==> config.mk <==
export PLATFORM = sky130hd
export DESIGN_NAME = tlu_trigger_emulator
export DESIGN_NICKNAME = d
export VERILOG_FILES = /design/src/rtl/tlu_trigger_emulator_pkg.sv /design/src/rtl/tlu_trigger_emulator_if.sv /design/src/rtl/tlu_trigger_emulator_sync.sv /design/src/rtl/tlu_trigger_emulator.sv
export SDC_FILE = /design/constraint.sdc
export NUM_CORES = 1
export LEC_CHECK = 0
export BUFFER_PORTS_ARGS = -buffer_cell sky130_fd_sc_hd__buf_4
export CAP_MARGIN = 15
export CORE_MARGIN = 2
export CORE_UTILIZATION = 55
export CTS_CLUSTER_SIZE = 14
export DETAILED_ROUTE_END_ITERATION = 6
export PLACE_DENSITY = 0.83
export SYNTH_ARGS = -nofsm -noshare
export SYNTH_HDL_FRONTEND = slang
export SYNTH_SLANG_ARGS = --single-unit
export TNS_END_PERCENT = 100
==> constraint.sdc <==
create_clock -name BUS_CLK -period 6.95 [get_ports BUS_CLK]
set_clock_uncertainty 0.05 [all_clocks]
set_input_delay 1.39 -clock BUS_CLK [delete_from_list [all_inputs] [get_ports BUS_CLK]]
set_output_delay 1.39 -clock BUS_CLK [all_outputs]
set_load 0.05 [all_outputs]
==> src/rtl/tlu_trigger_emulator_pkg.sv <==
// Shared types and defaults for the TLU trigger emulator.
// State encoding plus parameter defaults used by the top and the bench.
package tlu_trigger_emulator_pkg;

   localparam int TRIGGER_BITS_DEF = 15;
   localparam int TIMEOUT_DEF      = 65535;

   typedef enum logic [2:0] {
      ST_IDLE,
      ST_WAIT_PERIOD,
      ST_TRIG,
      ST_WAIT_CLK_SHIFT,
      ST_WAIT_BUSY_LOW
   } state_e;

   // A zero period would never expire, so it behaves as one cycle.
   function automatic logic [31:0] period_load(input logic [31:0] p);
      return (p == 32'd0) ? 32'd1 : p;
   endfunction

endpackage

==> src/rtl/tlu_trigger_emulator_if.sv <==
// TLU cable bundle: emulator (master) drives trigger/reset,
// the device under test (slave) answers with busy and clock.
interface tlu_trigger_emulator_if;
   logic busy;
   logic clock;
   logic trigger;
   logic reset;

   modport master (
      input  busy,
      input  clock,
      output trigger,
      output reset
   );

   modport slave (
      output busy,
      output clock,
      input  trigger,
      input  reset
   );
endinterface

==> src/rtl/tlu_trigger_emulator_sync.sv <==
// Two-flop synchroniser with a third flop for rising-edge detect.
// Async active-high reset clears every stage.
module tlu_sync_edge (
   input  logic clk_i,
   input  logic rst_i,
   input  logic d_i,
   output logic sync_o,
   output logic rise_o
);

   logic ff1_q, ff2_q, ff3_q;

   always_ff @(posedge clk_i or posedge rst_i) begin
      if (rst_i) begin
         ff1_q <= 1'b0;
         ff2_q <= 1'b0;
         ff3_q <= 1'b0;
      end else begin
         ff1_q <= d_i;
         ff2_q <= ff1_q;
         ff3_q <= ff2_q;
      end
   end

   assign sync_o = ff2_q;
   assign rise_o = ff2_q & ~ff3_q;

endmodule

==> src/rtl/tlu_trigger_emulator.sv <==
// TLU trigger emulator: periodic trigger, then LSB-first serial
// trigger number clocked out by the device's TLU_CLOCK.
module tlu_trigger_emulator
   import tlu_trigger_emulator_pkg::*;
#(
   parameter int TRIGGER_BITS = TRIGGER_BITS_DEF,
   parameter int TIMEOUT      = TIMEOUT_DEF
) (
   input  logic                    BUS_CLK,
   input  logic                    BUS_RST,
   input  logic                    ENABLE,
   input  logic [31:0]             PERIOD,
   input  logic [31:0]             NUM_TRIGGERS,
   input  logic                    TLU_BUSY,
   input  logic                    TLU_CLOCK,
   output logic                    TLU_TRIGGER,
   output logic                    TLU_RESET,
   output logic [TRIGGER_BITS-1:0] TRIGGER_NUMBER,
   output logic [31:0]             TRIGGER_CNT,
   output logic                    DONE,
   output logic                    TIMEOUT_ERR
);

   localparam int WW = $clog2(TIMEOUT + 1);
   localparam int BW = $clog2(TRIGGER_BITS + 1);

   tlu_trigger_emulator_if tlu ();

   logic busy_s, busy_rise;
   logic clk_lvl, clk_rise;
   logic unused_sync;

   assign tlu.busy  = TLU_BUSY;
   assign tlu.clock = TLU_CLOCK;

   tlu_sync_edge u_busy (
      .clk_i  (BUS_CLK),
      .rst_i  (BUS_RST),
      .d_i    (tlu.busy),
      .sync_o (busy_s),
      .rise_o (busy_rise)
   );

   tlu_sync_edge u_clk (
      .clk_i  (BUS_CLK),
      .rst_i  (BUS_RST),
      .d_i    (tlu.clock),
      .sync_o (clk_lvl),
      .rise_o (clk_rise)
   );

   state_e                  state_q, state_d;
   logic                    trig_q, trig_d;
   logic [TRIGGER_BITS-1:0] shift_q, shift_d;
   logic [BW-1:0]           bitcnt_q, bitcnt_d;
   logic [31:0]             pcnt_q, pcnt_d;
   logic [WW-1:0]           wdog_q, wdog_d;
   logic [TRIGGER_BITS-1:0] tnum_q, tnum_d;
   logic [31:0]             cnt_q, cnt_d;
   logic                    done_q, done_d;
   logic                    tmo_q, tmo_d;
   logic                    stop_q, stop_d;
   logic                    en_q;

   logic [31:0]             pload;
   logic [31:0]             cnt_inc;
   logic [TRIGGER_BITS-1:0] shift_nxt;
   logic                    wd_exp;
   logic                    last_bit;

   assign pload     = period_load(PERIOD);
   assign cnt_inc   = (&cnt_q) ? cnt_q : cnt_q + 32'd1;
   assign shift_nxt = shift_q >> 1;
   assign wd_exp    = (wdog_q == WW'(TIMEOUT - 1));
   assign last_bit  = (bitcnt_q + BW'(1)) == BW'(TRIGGER_BITS);

   assign unused_sync = ^{busy_rise, clk_lvl, shift_q[0]};

   // en_q resets high so a level-high ENABLE cannot start a run.
   always_ff @(posedge BUS_CLK or posedge BUS_RST) begin
      if (BUS_RST) begin
         state_q  <= ST_IDLE;
         trig_q   <= 1'b0;
         shift_q  <= '0;
         bitcnt_q <= '0;
         pcnt_q   <= '0;
         wdog_q   <= '0;
         tnum_q   <= '0;
         cnt_q    <= '0;
         done_q   <= 1'b0;
         tmo_q    <= 1'b0;
         stop_q   <= 1'b0;
         en_q     <= 1'b1;
      end else begin
         state_q  <= state_d;
         trig_q   <= trig_d;
         shift_q  <= shift_d;
         bitcnt_q <= bitcnt_d;
         pcnt_q   <= pcnt_d;
         wdog_q   <= wdog_d;
         tnum_q   <= tnum_d;
         cnt_q    <= cnt_d;
         done_q   <= done_d;
         tmo_q    <= tmo_d;
         stop_q   <= stop_d;
         en_q     <= ENABLE;
      end
   end

   always_comb begin
      state_d  = state_q;
      trig_d   = trig_q;
      shift_d  = shift_q;
      bitcnt_d = bitcnt_q;
      pcnt_d   = (pcnt_q != 32'd0) ? pcnt_q - 32'd1 : pcnt_q;
      wdog_d   = wdog_q + WW'(1);
      tnum_d   = tnum_q;
      cnt_d    = cnt_q;
      done_d   = done_q;
      tmo_d    = tmo_q;
      stop_d   = stop_q;

      unique case (state_q)
         ST_IDLE: begin
            pcnt_d = pcnt_q;
            wdog_d = '0;
            if (ENABLE && !en_q) begin
               cnt_d   = '0;
               done_d  = 1'b0;
               tmo_d   = 1'b0;
               stop_d  = 1'b0;
               pcnt_d  = pload;
               state_d = ST_WAIT_PERIOD;
            end
         end
         ST_WAIT_PERIOD: begin
            wdog_d = '0;
            if (!ENABLE) begin
               state_d = ST_IDLE;
            end else if (pcnt_q == 32'd0) begin
               state_d = ST_TRIG;
               trig_d  = 1'b1;
               pcnt_d  = pload;
            end
         end
         ST_TRIG: begin
            if (!ENABLE) stop_d = 1'b1;
            if (busy_s) begin
               state_d  = ST_WAIT_CLK_SHIFT;
               shift_d  = tnum_q;
               bitcnt_d = '0;
               trig_d   = tnum_q[0];
               wdog_d   = '0;
            end else if (wd_exp) begin
               state_d = ST_IDLE;
               trig_d  = 1'b0;
               tmo_d   = 1'b1;
               wdog_d  = '0;
            end
         end
         ST_WAIT_CLK_SHIFT: begin
            if (!ENABLE) stop_d = 1'b1;
            if (clk_rise) begin
               shift_d  = shift_nxt;
               bitcnt_d = bitcnt_q + BW'(1);
               trig_d   = shift_nxt[0];
               if (last_bit) begin
                  state_d = ST_WAIT_BUSY_LOW;
                  trig_d  = 1'b0;
                  wdog_d  = '0;
               end
            end else if (wd_exp) begin
               state_d = ST_IDLE;
               trig_d  = 1'b0;
               tmo_d   = 1'b1;
               wdog_d  = '0;
            end
         end
         ST_WAIT_BUSY_LOW: begin
            if (!ENABLE) stop_d = 1'b1;
            if (!busy_s) begin
               tnum_d = tnum_q + TRIGGER_BITS'(1);
               cnt_d  = cnt_inc;
               wdog_d = '0;
               if (NUM_TRIGGERS != 32'd0 && cnt_inc >= NUM_TRIGGERS) begin
                  done_d  = 1'b1;
                  state_d = ST_IDLE;
               end else if (stop_q || !ENABLE) begin
                  state_d = ST_IDLE;
               end else if (pcnt_q == 32'd0) begin
                  // Period already elapsed during the handshake.
                  state_d = ST_TRIG;
                  trig_d  = 1'b1;
                  pcnt_d  = pload;
               end else begin
                  state_d = ST_WAIT_PERIOD;
               end
            end else if (wd_exp) begin
               state_d = ST_IDLE;
               trig_d  = 1'b0;
               tmo_d   = 1'b1;
               wdog_d  = '0;
            end
         end
         default: state_d = ST_IDLE;
      endcase
   end

   assign tlu.trigger    = trig_q;
   assign tlu.reset      = 1'b0;
   assign TLU_TRIGGER    = tlu.trigger;
   assign TLU_RESET      = tlu.reset;
   assign TRIGGER_NUMBER = tnum_q;
   assign TRIGGER_CNT    = cnt_q;
   assign DONE           = done_q;
   assign TIMEOUT_ERR    = tmo_q;

endmodule

==> impl_metrics.xml, run 1 <==
<?xml version="1.0" encoding="UTF-8"?>
<metrics>
  <group name="timing">
    <metric name="rsz_0062_raised_after_global_routing" unit="">no</metric>
    <metric name="timing.final.crit_period" unit="ns">5.57</metric>
    <metric name="setup_tns" unit="ns">0</metric>
    <metric name="worst-slew-pin-transition" unit="ns">1.05</metric>
    <metric name="max_clock_freq" unit="MHz">180</metric>
    <metric name="slew-limit-headroom" unit="">0.296</metric>
    <metric name="final_min_period_over_clock_period" unit="">0.801</metric>
    <metric name="slew_violations" unit="">0</metric>
    <metric name="report.final.hold_viol_count" unit="">0</metric>
    <metric name="final_setup_violating_endpoints" unit="">0</metric>
  </group>
  <group name="floorplanning">
    <metric name="floorplan.core_area" unit="µm²">14600</metric>
    <metric name="design.die.area" unit="µm²">16000</metric>
    <metric name="io_pins" unit="">120</metric>
    <metric name="die_height" unit="µm">127</metric>
    <metric name="initial_core_util" unit="">0.566</metric>
    <metric name="core.rowCount" unit="">44</metric>
    <metric name="width_of_the_die" unit="µm">127</metric>
  </group>
  <group name="yosys">
    <metric name="post_synth_main_area_contributors" unit="">dfrtp_1, ha_1, nand2_1</metric>
    <metric name="yosys.area_share.xor_xnor" unit="">0.0604</metric>
    <metric name="synth_compound_area_frac" unit="">0.168</metric>
    <metric name="ys_warn_count" unit="">0</metric>
    <metric name="yosys.cell_count.top_type" unit="">dfrtp_1</metric>
    <metric name="syn_avg_cell_area" unit="µm²">8.38</metric>
    <metric name="synth_enable_flop_cells" unit="">0</metric>
    <metric name="number_of_register_bits_inferred_by_synthesis" unit="">126</metric>
    <metric name="synth.largest_area_cell" unit="">dfrtp_1</metric>
    <metric name="synth_area" unit="µm²">8260</metric>
    <metric name="netlist-cell-type-count" unit="">67</metric>
    <metric name="synth-adder-area-share" unit="">0.0591</metric>
    <metric name="share_of_the_yosys_chip_area_belonging_to_registers" unit="">0.382</metric>
    <metric name="postSynthCellCount" unit="">986</metric>
    <metric name="synth.net_count" unit="">1094</metric>
    <metric name="netlist.area_leader.share" unit="">0.379</metric>
    <metric name="synth_top_family_by_area" unit="">simple AND/OR/NAND/NOR gates</metric>
    <metric name="basic_gate_share_of_the_synthesized_area_counting_and_or_nand_and_nor_cells" unit="">0.261</metric>
    <metric name="yosys_most_used_dff" unit="">dfrtp_1</metric>
    <metric name="ys_async_sr_fraction" unit="">1.00</metric>
    <metric name="synth.mux.area_fraction" unit="">0.0194</metric>
    <metric name="netlist_top_cells_count" unit="">dfrtp_1, nand2_1, nor2_1, o21ai_0, a21oi_1</metric>
  </group>
  <group name="final_layout">
    <metric name="layout.filler_cells" unit="">1173</metric>
    <metric name="n_antenna_cell" unit="">0</metric>
    <metric name="design_area" unit="µm²">9890</metric>
    <metric name="area_growth" unit="%">19.7</metric>
    <metric name="final_layout_size_suffix_gt1_frac" unit="">0.155</metric>
    <metric name="finalNetCount" unit="">1190</metric>
    <metric name="post_layout_util" unit="">0.678</metric>
    <metric name="non_filler_instances" unit="">1278</metric>
  </group>
  <group name="critical_path">
    <metric name="timing.critical_path.fanout_max" unit="">28</metric>
    <metric name="critical_path_class" unit="">flip-flop to flip-flop</metric>
    <metric name="worstSetupEndpointType" unit="">flip-flop</metric>
    <metric name="critPathLaunchType" unit="">flip-flop</metric>
    <metric name="cp_required" unit="ns">7.20</metric>
    <metric name="cp.arrival" unit="ns">5.82</metric>
  </group>
  <group name="clock_network">
    <metric name="post-cts-setup-buffers" unit="">0</metric>
    <metric name="cts_h_tree_lvls" unit="">4</metric>
    <metric name="cts_tree" unit="">built</metric>
    <metric name="cts.sinks" unit="">126</metric>
    <metric name="cts-buffers-inserted" unit="">17</metric>
    <metric name="root_buffer" unit="">clkbuf_16</metric>
    <metric name="post_cts.resized_instances" unit="">0</metric>
    <metric name="worst_skew_pair.late_latency" unit="ns">0.42</metric>
    <metric name="clockBufferDepth" unit="">2</metric>
    <metric name="clock_transition_at_the_register_clock_pins_on_the_worst_setup_and_hold_paths_after_cts" unit="ns">0.06</metric>
    <metric name="ctsHoldBuffers" unit="">0</metric>
  </group>
  <group name="placement">
    <metric name="place_hpwl" unit="µm">15600</metric>
    <metric name="placed_cells" unit="">1246</metric>
    <metric name="gp_routability_congestion" unit="">0.891</metric>
    <metric name="port_buffers" unit="">118</metric>
    <metric name="place_area" unit="µm²">9230</metric>
  </group>
  <group name="grt">
    <metric name="first_global_vias" unit="">7627</metric>
    <metric name="number_of_antenna_violations_at_the_first_check_in_global_routing" unit="">0</metric>
    <metric name="global_routing_usage_summed_across_all_routing_layers" unit="">0.283</metric>
    <metric name="global_route_wire_length_before_repair" unit="µm">37100</metric>
    <metric name="grt_overflow_total" unit="">0</metric>
    <metric name="grt_start_max_net_pins" unit="">80</metric>
  </group>
  <group name="power_and_ir_drop">
    <metric name="totalPowerFinal" unit="mW">3.15</metric>
    <metric name="vdd_ir_drop_max" unit="µV">232</metric>
    <metric name="p_leak" unit="nW">4.54</metric>
    <metric name="power_density" unit="nW/µm²">318</metric>
  </group>
  <group name="detailed_routing">
    <metric name="met2RoutedLength" unit="µm">11000</metric>
    <metric name="route.detailed.wl_per_inst" unit="µm">17.6</metric>
    <metric name="drtIter0Drc" unit="">685</metric>
    <metric name="detail_route.vias_per_cell" unit="">6.31</metric>
    <metric name="postRouteWirelength" unit="µm">22600</metric>
    <metric name="post-route-drc-count" unit="">0</metric>
    <metric name="wirelength_met1" unit="µm">9250</metric>
    <metric name="number_of_vias_in_the_routed_layout" unit="">8060</metric>
    <metric name="top_layer" unit="">met4</metric>
    <metric name="ant_nets" unit="">0</metric>
    <metric name="dr_wl_met3" unit="µm">1890</metric>
    <metric name="drt_first_pass_iters" unit="">5</metric>
  </group>
  <group name="worst_hold_path">
    <metric name="worstHoldPathType" unit="">flip-flop to flip-flop</metric>
  </group>
  <group name="outcome">
    <metric name="outcome" unit="">complete, no violations</metric>
  </group>
  <group name="job">
    <metric name="max_cap_viols" unit="">0</metric>
  </group>
</metrics>
## path summary, 6_finish.rpt
| kind | from | to | slack [ns] | cells after the start |
|---|---|---|---|---|
| worst min register to register | u_busy.ff1_q | u_busy.sync_o | 0.30 | 0 |
| worst max-delay path | TRIGGER_CNT[18] | pcnt_q[20] | 1.38 | 15 |
| max in group asynchronous | BUS_RST | shift_q[1] | 4.40 | 3 |
| min in group asynchronous | BUS_RST | TRIGGER_CNT[11] | 1.00 | 2 |
| worst max register to register | TRIGGER_CNT[18] | pcnt_q[20] | 1.38 | 15 |
| worst min-delay path | u_busy.ff1_q | u_busy.sync_o | 0.30 | 0 |
## routing by layer
metal,vias to the layer above,global-route usage
li1,3783,-
met5,-,0
met2,374,0.470
met4,0,0.0924
met3,40,0.0620
met1,3863,0.370
## through the flow
step / hold WS, ns / worst slack, ns
after CTS: 0.301 / 1.47
after global placement: 0.283 / 1.64
after floorplan: 0.281 / 1.92
after global routing: 0.321 / 1.03
final: 0.299 / 1.38
after detailed placement: 0.289 / 1.52
## cells by family (layout without fill, tap and decap cells)
group / Yosys count / count (layout)
muxes: 16 / 16
buffers and inverters: 102 / 210
and+or+nand+nor: 419 / 419
xor gates and xnor gates: 57 / 57
other: 1 / 1
AOI/OAI and AO/OA: 226 / 226
adders and majority gates: 39 / 39
DFF: 126 / 126
## sequential cells by signal, indices dropped and copies added, names as in the netlist
signal          count
bitcnt_q            4
wdog_q             16
u_busy.ff1_q        1
pcnt_q             32
DONE                1
u_clk.ff1_q         1
u_clk.ff3_q         1
state_q             3
stop_q              1
u_clk.sync_o        1
TRIGGER_CNT        32
TIMEOUT_ERR         1
u_busy.sync_o       1
shift_q            14
en_q                1
TLU_TRIGGER         1
TRIGGER_NUMBER     15
## layout by cell type (no fill, tap or decap), types with 5 or more instances in the layout
master	instances
buf_4	126
dfrtp_1	125
nand2_1	116
o21ai_0	74
nor2_1	73
a21oi_1	54
inv_1	52
nand3_1	41
ha_1	39
nor3_1	36
xnor2_1	34
nor4_1	30
nand4_1	27
xor2_1	23
and3_1	19
a211oi_1	17
clkbuf_16	17
mux2i_1	16
and4_1	15
a31oi_1	15
o31ai_1	15
or3_1	14
o22ai_1	12
and2_1	9
nor2b_1	8
nand2b_1	8
bufinv_16	5
## report_power, final
group,internal [mW],switching [mW],total (mW)
Combinational,0.398,0.684,1.08
Clock,0.648,0.340,0.988
Sequential,0.875,0.203,1.08
Total,1.92,1.23,3.15
## final cells by class
cell class	instances	area, µm²	share of cell area
multi-input combinational	758	4700	0.476
sequential	126	3150	0.319
timing repair buffer	126	946	0.0957
clock buffer	19	443	0.0448
tap	184	230	0.0233
clock inverter	12	210	0.0213
inverter	53	201	0.0204
## worst max-delay path, stage by stage, from the launching register on
cell and delay (ns):
dfrtp_1 0.47, and4_1 0.26, nand4_1 0.26, or4_1 0.65, nand4_1 0.31, nor2_1 0.13, and4_1 0.26, xor2_1 0.15
ha_1 0.29, and4_1 0.23, a221oi_1 0.27, o22ai_1 0.18, or4_1 0.55, nand2_1 0.67, nand2_1 0.33, o221a_1 0.37
No activity file was read; power rests on OpenSTA's default activity.
==> inputs of run 2 (changes only) <==
==> constraint.sdc (replaced) <==
create_clock -name BUS_CLK -period 5.7 [get_ports BUS_CLK]
set_clock_uncertainty 0.05 [all_clocks]
set_input_delay 1.14 -clock BUS_CLK [delete_from_list [all_inputs] [get_ports BUS_CLK]]
set_output_delay 1.14 -clock BUS_CLK [all_outputs]
set_load 0.05 [all_outputs]
==> impl_metrics.xml, run 2 (synthesis results as in run 1) <==
<?xml version="1.0" encoding="UTF-8"?>
<metrics>
  <group name="outcome">
    <metric name="outcome" unit="">complete, no violations</metric>
  </group>
  <group name="critical_path">
    <metric name="worstSetupEndpointType" unit="">flip-flop</metric>
    <metric name="cp_required" unit="ns">5.96</metric>
    <metric name="cp.arrival" unit="ns">5.53</metric>
    <metric name="timing.critical_path.fanout_max" unit="">12</metric>
    <metric name="critPathLaunchType" unit="">flip-flop</metric>
    <metric name="critical_path_class" unit="">flip-flop to flip-flop</metric>
  </group>
  <group name="clock_network">
    <metric name="cts_tree" unit="">built</metric>
    <metric name="cts.sinks" unit="">126</metric>
    <metric name="clockBufferDepth" unit="">2</metric>
    <metric name="root_buffer" unit="">clkbuf_16</metric>
    <metric name="post_cts.resized_instances" unit="">0</metric>
    <metric name="cts-buffers-inserted" unit="">17</metric>
    <metric name="clock_transition_at_the_register_clock_pins_on_the_worst_setup_and_hold_paths_after_cts" unit="ns">0.06</metric>
    <metric name="ctsHoldBuffers" unit="">0</metric>
    <metric name="cts_h_tree_lvls" unit="">4</metric>
    <metric name="worst_skew_pair.late_latency" unit="ns">0.43</metric>
    <metric name="post-cts-setup-buffers" unit="">0</metric>
  </group>
  <group name="placement">
    <metric name="place_hpwl" unit="µm">15800</metric>
    <metric name="place_area" unit="µm²">9260</metric>
    <metric name="placed_cells" unit="">1250</metric>
    <metric name="port_buffers" unit="">118</metric>
    <metric name="gp_routability_congestion" unit="">0.901</metric>
  </group>
  <group name="timing">
    <metric name="report.final.hold_viol_count" unit="">0</metric>
    <metric name="final_setup_violating_endpoints" unit="">0</metric>
    <metric name="worst-slew-pin-transition" unit="ns">1.07</metric>
    <metric name="slew-limit-headroom" unit="">0.285</metric>
    <metric name="max_clock_freq" unit="MHz">190</metric>
    <metric name="rsz_0062_raised_after_global_routing" unit="">no</metric>
    <metric name="setup_tns" unit="ns">0</metric>
    <metric name="slew_violations" unit="">0</metric>
    <metric name="timing.final.crit_period" unit="ns">5.27</metric>
    <metric name="final_min_period_over_clock_period" unit="">0.925</metric>
  </group>
  <group name="detailed_routing">
    <metric name="drt_first_pass_iters" unit="">6</metric>
    <metric name="number_of_vias_in_the_routed_layout" unit="">8026</metric>
    <metric name="ant_nets" unit="">0</metric>
    <metric name="route.detailed.wl_per_inst" unit="µm">17.6</metric>
    <metric name="detail_route.vias_per_cell" unit="">6.27</metric>
    <metric name="postRouteWirelength" unit="µm">22500</metric>
    <metric name="post-route-drc-count" unit="">0</metric>
    <metric name="drtIter0Drc" unit="">770</metric>
  </group>
  <group name="final_layout">
    <metric name="area_growth" unit="%">18.9</metric>
    <metric name="final_common_cell" unit="">buf_4</metric>
    <metric name="finalNetCount" unit="">1194</metric>
    <metric name="non_filler_instances" unit="">1281</metric>
    <metric name="n_antenna_cell" unit="">0</metric>
    <metric name="final_layout_size_suffix_gt1_frac" unit="">0.159</metric>
    <metric name="design_area" unit="µm²">9820</metric>
    <metric name="most-common-layout-cells" unit="">buf_4, dfrtp_1, nand2_1</metric>
  </group>
  <group name="floorplanning">
    <metric name="design.die.area" unit="µm²">16000</metric>
    <metric name="initial_core_util" unit="">0.566</metric>
    <metric name="width_of_the_die" unit="µm">127</metric>
    <metric name="die_height" unit="µm">127</metric>
    <metric name="io_pins" unit="">120</metric>
    <metric name="floorplan.core_area" unit="µm²">14600</metric>
    <metric name="core.rowCount" unit="">44</metric>
  </group>
  <group name="grt">
    <metric name="global_route_wire_length_before_repair" unit="µm">36900</metric>
    <metric name="grt_start_max_net_pins" unit="">68</metric>
    <metric name="number_of_antenna_violations_at_the_first_check_in_global_routing" unit="">0</metric>
    <metric name="first_global_vias" unit="">7681</metric>
    <metric name="grt_overflow_total" unit="">0</metric>
    <metric name="global_routing_usage_summed_across_all_routing_layers" unit="">0.284</metric>
  </group>
  <group name="power_and_ir_drop">
    <metric name="vdd_ir_drop_max" unit="µV">251</metric>
    <metric name="power_density" unit="nW/µm²">376</metric>
    <metric name="p_leak" unit="nW">4.50</metric>
  </group>
  <group name="worst_hold_path">
    <metric name="worstHoldPathType" unit="">flip-flop to flip-flop</metric>
  </group>
  <group name="job">
    <metric name="max_cap_viols" unit="">0</metric>
  </group>
</metrics>
-- run 2: routing by layer --
| metal | global-route usage | share of wire | vias up |
|---|---|---|---|
| met2 | 0.463 | 0.47 | 361 |
| met1 | 0.363 | 0.42 | 3830 |
| met3 | 0.0671 | 0.078 | 61 |
| li1 | - | - | 3774 |
| met4 | 0.123 | 0.031 | 0 |
| met5 | 0 | 0 | - |
-- run 2: final timing paths --
kind | start | end | slack (ns) | depth (start not counted)
worst max-delay path | TRIGGER_CNT[18] | pcnt_q[29] | 0.43 | 16
worst min-delay path | u_busy.ff1_q | u_busy.sync_o | 0.30 | 0
worst max register to register | TRIGGER_CNT[18] | pcnt_q[29] | 0.43 | 16
worst min register to register | u_busy.ff1_q | u_busy.sync_o | 0.30 | 0
max in group asynchronous | BUS_RST | pcnt_q[31] | 3.45 | 3
min in group asynchronous | BUS_RST | TRIGGER_CNT[11] | 0.81 | 2
-- run 2: cell type report --
type                       count  area (µm²)
inverter                      53         201
sequential                   126        3150
clock inverter                12         116
timing repair buffer         130         976
multi-input combinational    758        4700
tap                          184         230
clock buffer                  18         439
fill                        1196        4770
-- run 2: power breakdown --
group          leakage [nW]  total [mW]  internal (mW)  switching (mW)
sequential             1.66        1.31           1.07           0.241
clock                 0.257        1.04          0.608           0.429
combinational          2.58        1.34          0.509           0.835
total                  4.50        3.69           2.18            1.50
-- run 2: critical path: stages, from the launching register on --
cell      delay, ns
dfrtp_1        0.49
and4_1         0.28
nand4_1        0.26
or4_1          0.64
nand4_1        0.32
nor2_1         0.14
and4_1         0.26
xor2_1         0.15
ha_1           0.29
and4_1         0.22
a221oi_1       0.26
o22ai_1        0.18
or4_1          0.56
nand2_1        0.34
buf_4          0.26
o22ai_1        0.11
a211oi_1       0.34
-- run 2: stage by stage --
stage | util | setup WS, ns | total power [mW] | hold slack, ns
2_1_floorplan | - | 0.665 | 2.25 | 0.281
3_3_place_gp | 0.634 | 0.694 | 2.59 | 0.283
3_5_place_dp | 0.634 | 0.518 | 2.63 | 0.291
4_1_cts | 0.673 | 0.471 | 3.67 | 0.304
5_1_grt | 0.673 | 0.109 | 3.91 | 0.316
6_report | 0.673 | 0.426 | 3.69 | 0.304
